==> src/rtl/render_pkg.sv <==
// Shared types and default geometry for the line render sequencer.
package render_pkg;

    localparam int unsigned DISPLAY_WIDTH_DEF  = 600;
    localparam int unsigned DISPLAY_HEIGHT_DEF = 480;
    localparam int unsigned V_TOTAL_DEF        = 525;
    localparam int unsigned LINE_W_DEF         = $clog2(DISPLAY_WIDTH_DEF);

    typedef logic [LINE_W_DEF-1:0] line_t;

    typedef enum logic [1:0] {
        IDLE,
        PREP,
        DRAW,
        HOLD
    } state_t;

endpackage

==> src/rtl/line_render_sequencer.sv <==
// Sequences per-line sprite evaluation and drawing into a double-buffered line
// store, swapping buffers at the horizontal boundary and flagging missed lines.
module line_render_sequencer
    import render_pkg::*;
#(
    parameter int unsigned DISPLAY_WIDTH     = DISPLAY_WIDTH_DEF,
    parameter int unsigned DISPLAY_HEIGHT    = DISPLAY_HEIGHT_DEF,
    parameter int unsigned V_TOTAL           = V_TOTAL_DEF,
    parameter int unsigned LINE_NUMBER_WIDTH = $clog2(DISPLAY_WIDTH)
) (
    input  logic                         clk,
    input  logic                         reset,
    input  logic [LINE_NUMBER_WIDTH-1:0] sx,
    input  logic [LINE_NUMBER_WIDTH-1:0] sy,
    input  logic                         frame_enable,
    output logic                         prep_start,
    input  logic                         prep_done,
    output logic                         draw_enable,
    input  logic                         draw_done,
    output logic [LINE_NUMBER_WIDTH-1:0] render_line,
    output logic                         buf_sel,
    output logic                         line_ready,
    output logic                         overrun,
    output logic [7:0]                   overrun_count
);

    localparam logic [LINE_NUMBER_WIDTH-1:0] SX_LAST = LINE_NUMBER_WIDTH'(DISPLAY_WIDTH - 1);
    localparam logic [LINE_NUMBER_WIDTH-1:0] SY_LAST = LINE_NUMBER_WIDTH'(V_TOTAL - 1);
    localparam logic [LINE_NUMBER_WIDTH-1:0] VIS_H   = LINE_NUMBER_WIDTH'(DISPLAY_HEIGHT);

    state_t                       state;
    state_t                       state_n;
    logic                         boundary;
    logic [LINE_NUMBER_WIDTH-1:0] next_line;
    logic                         job_start;
    logic                         enter_prep;
    logic                         swap;
    logic                         miss;

    always_comb begin
        boundary   = (sx == SX_LAST);
        next_line  = (sy == SY_LAST) ? '0 : sy + LINE_NUMBER_WIDTH'(1);
        job_start  = (next_line < VIS_H) && frame_enable;
        state_n    = state;
        enter_prep = 1'b0;
        swap       = 1'b0;
        miss       = 1'b0;
        // Every boundary resolves to PREP or IDLE; only the swap/overrun side
        // effect depends on where the current job had got to.
        if (boundary) begin
            enter_prep = job_start;
            state_n    = job_start ? PREP : IDLE;
            case (state)
                PREP:    miss = 1'b1;
                DRAW:    begin
                    swap = draw_done;
                    miss = !draw_done;
                end
                HOLD:    swap = 1'b1;
                default: ;
            endcase
        end else begin
            case (state)
                PREP:    if (prep_done) state_n = DRAW;
                DRAW:    if (draw_done) state_n = HOLD;
                default: ;
            endcase
        end
        draw_enable = (state == DRAW);
        line_ready  = (state == HOLD);
    end

    always_ff @(posedge clk) begin
        if (reset) begin
            state         <= IDLE;
            prep_start    <= 1'b0;
            render_line   <= '0;
            buf_sel       <= 1'b0;
            overrun       <= 1'b0;
            overrun_count <= '0;
        end else begin
            state      <= state_n;
            prep_start <= enter_prep;
            if (enter_prep)
                render_line <= next_line;
            if (swap)
                buf_sel <= !buf_sel;
            if (miss) begin
                overrun <= 1'b1;
                if (overrun_count != '1)
                    overrun_count <= overrun_count + 8'd1;
            end
        end
    end

endmodule

==> config.mk <==
export PLATFORM = sky130hd
export DESIGN_NAME = line_render_sequencer
export DESIGN_NICKNAME = d
export VERILOG_FILES = /design/src/rtl/render_pkg.sv /design/src/rtl/line_render_sequencer.sv
export SDC_FILE = /design/constraint.sdc
export NUM_CORES = 1
export LEC_CHECK = 0
export BUFFER_PORTS_ARGS = -buffer_cell sky130_fd_sc_hd__buf_2
export CAP_MARGIN = 20
export CORE_ASPECT_RATIO = 2
export CORE_UTILIZATION = 39
export CTS_CLUSTER_SIZE = 20
export DETAILED_ROUTE_END_ITERATION = 10
export PLACE_DENSITY = 0.73
export SLEW_MARGIN = 30
export SYNTH_ARGS = -nofsm -noshare
export SYNTH_HDL_FRONTEND = slang
export SYNTH_SLANG_ARGS = --single-unit
==> constraint.sdc <==
create_clock -name clk -period 4.97 [get_ports clk]
set_clock_uncertainty 0.2 [all_clocks]
set_input_delay 1.2425 -clock clk [delete_from_list [all_inputs] [get_ports clk]]
set_output_delay 1.2425 -clock clk [all_outputs]
set_load 0.005 [all_outputs]
==> results.md <==
- Status: finished clean
- Post-DP HPWL: 2310 microns
- Tmin final: 2.90 ns
- Power Total: 372 uW
- # nets final: 228
- Register area share after synthesis: 34.8%
- Slowest cell on crit path: a311oi_2
- Critical path buffer and inverter count: 2
- Crit Path Class: in2reg
- Gr ovfl total: 0
- Worst Path Required: 4.96 ns
- Maximum clock rate: 0.345 GHz
- Syn avg cell area: between 8 and 9 sq um
- Count of cell types in the netlist: 36
- Port Buffers: 47
- Vias in the first global route: 1218
- Post-DP Area: 1560 sq um
- Clock slew at reported path FFs: 0.08 ns
- RSZ-0062 raised after global routing: no
- Clock root buffer: clkbuf_8
- Die area: ~3600 sq um
- Wirelength per Cell: about 13 microns
- Top FF cell, synth: dfxtp_1
- Area of the multi-input gates: 792 sq um
- DR vias/cell: 5.41
- Clk sinks: 23
- Layout cell share with drive strength beyond 1: 30.6%
- Synth async-reset ratio: 0%
- Post-Place Cells: 223
- Post-Synthesis Cells: 150
- Final ANT Viol Nets: 0
- Final WL: between 2000 and 3000 microns
- Post-cts hold buffer count: 0
- First-pass DRT Iterations: 4
- Cell Area, Synth: 1320 sq um
- H-tree Lvls: 1
- Number of synthesized flops with an enable pin: 0
- CTS max path bufs: 2
- Drc violations: 0
- Leakage: 0.719 nW
- RePlAce Congestion: 0.793
- Synth area leader: dfxtp_1
- Most frequent cell after synthesis: dfxtp_1
- Synth warnings: 0
- Max IR drop VDD: roughly 0.00014 V
- FILL cells: roughly 340
- Area contributors post-synth: dfxtp_1, ha_1, mux2i_1
- Core box area: 3190 sq um
- Initial Util: between 40% and 50%
- Post-Syn Nets: ~180
- Endpoints failing hold: 0
- Slew Viols, Final: 0
- TritonCTS Buffers: 3
- Initial antenna violation count: 0
- CP peak stage delay: 0.42 ns
- Drt initial violations: 11
- Chip height: ~84 microns
- TritonCTS clock tree: built
- Area delta synth->final: 21.5%
- Post-CTS setup repair buffer count: 0
- First-pass GRT wire length: 5060 microns
- Setup TNS: 0 ns
- Critical path's top delay family: compound AO/OA/AOI/OAI gates
- Largest net degree at the start of global routing: 29
- GRT Util Overall: 17.6%
- Row cnt: 29
- Placement Setup Slack: 1.81 ns
- Crit share post-route: 58.3%
- Final setup fails: 0
- Boundary pin count: 48
- Post-cts resize count: 0
- Max-Cap Viols: 0
- Worst hold path class: reg2reg
- Crit start category: input pin
- Slew margin rel.: about two thirds
- Power Density: 232 nW/um^2
- # diodes: 0
- Fin cells: 227
- Worst-Skew Late Latency: roughly 0.26 ns
- Setup crit end kind: flop
- Synth cell count leaders: dfxtp_1, nand2_1, a21oi_1
- FF+latch count, synth: 23
- Crit-path max FO: 12
- Final WS setup: 2.07 ns
- Vias: 1227
- Share of the synthesized area in the top cell type: 34.8%
- Die X-Extent: 43.2 microns
- Register area: 460 sq um
- Design Area, Final: roughly 1600 sq um
- CP Cell Sequence: buf_2, inv_1, ha_1, and4bb_1, a31oi_1, a311oi_2, o31a_4, mux2i_1
- Worst slew pin tran: a little over 0.5 ns
- Critical Path AT: 2.89 ns
==> power breakdown <==
| part | internal (mW) | switching (mW) | total (mW) |
|---|---|---|---|
| Sequential | 0.189 | 0.00461 | 0.193 |
| Combinational | 0.0296 | 0.0350 | 0.0646 |
| Clock | 0.0559 | 0.0583 | 0.114 |
==> flip-flops by register name, indices dropped and copies added, names as in the netlist <==
| register | cells |
|---|---|
| render_line | 10 |
| overrun_count | 8 |
| state | 2 |
| buf_sel | 1 |
| overrun | 1 |
| prep_start | 1 |
==> per-stage QoR <==
stage | hold slack [ns] | util (%)
5_1_grt | 0.295 | 50.3
3_3_place_gp | 0.246 | 48.9
3_5_place_dp | 0.253 | 48.9
6_report | 0.268 | 50.3
2_1_floorplan | 0.260 | -
4_1_cts | 0.275 | 50.3
==> layout make-up <==
class,instances,share of cell area [%]
multi-input cells,113,49.3
well taps,31,2.41
clock inverters,1,0.312
clock buffers,3,2.57
inverters,9,2.10
flip-flops and latches,23,28.7
repair buffers,47,14.6
==> logic make-up (layout without fill, tap and decap cells) <==
logic type      Yosys count  in the layout  share of synthesized area (%)
compound gates           26             26                           13.3
xor+xnor                  8              8                           5.30
fa+ha+maj                 6              6                           5.68
buf+inv                  14             60                           5.30
flops                    23             23                           34.8
mux                      11             11                           8.70
simple gates             62             62                           26.9
==> worst min-delay path, cell delays in order, from the launching register on <==
cell and delay [ns]:
dfxtp_1 0.33, a21oi_1 0.04, nor2_1 0.07
==> path summary, 6_finish.rpt <==
kind	slack, ns	cells past startpoint	startpoint	end
max	2.07	8	sy[0]	render_line[1]
min	0.27	2	overrun	overrun
max reg2reg	2.87	6	state[1]	overrun_count[5]
min reg2reg	0.27	2	overrun	overrun
==> cell usage in the layout (no fill, tap or decap), types with 2 or more instances in the layout <==
cell and instances:
buf_2 47, xor2_1 4, nor2b_1 6, nor2_1 8, a21oi_1 11, mux2i_1 7
o21ai_0 3, o21a_1 4, inv_1 9, nand4_1 7, and3_1 2, mux2_2 4
dfxtp_1 23, nand2_1 12, a31oi_1 3, nand3_1 6, xnor2_1 4, nand2b_1 7
nor3_1 4, clkbuf_8 3, and4_1 2, ha_1 6
==> per-layer routing <==
layer  up-vias  global-route usage, %  part of all wire [%]
met3         2                   3.01                   5.7
met2        41                   33.4                    57
met1       560                   17.8                    37
met5         -                      0                     0
li1        624                      -                     -
met4         0                   7.16                  0.99
Note: power is estimated with default switching activity, not from simulation.
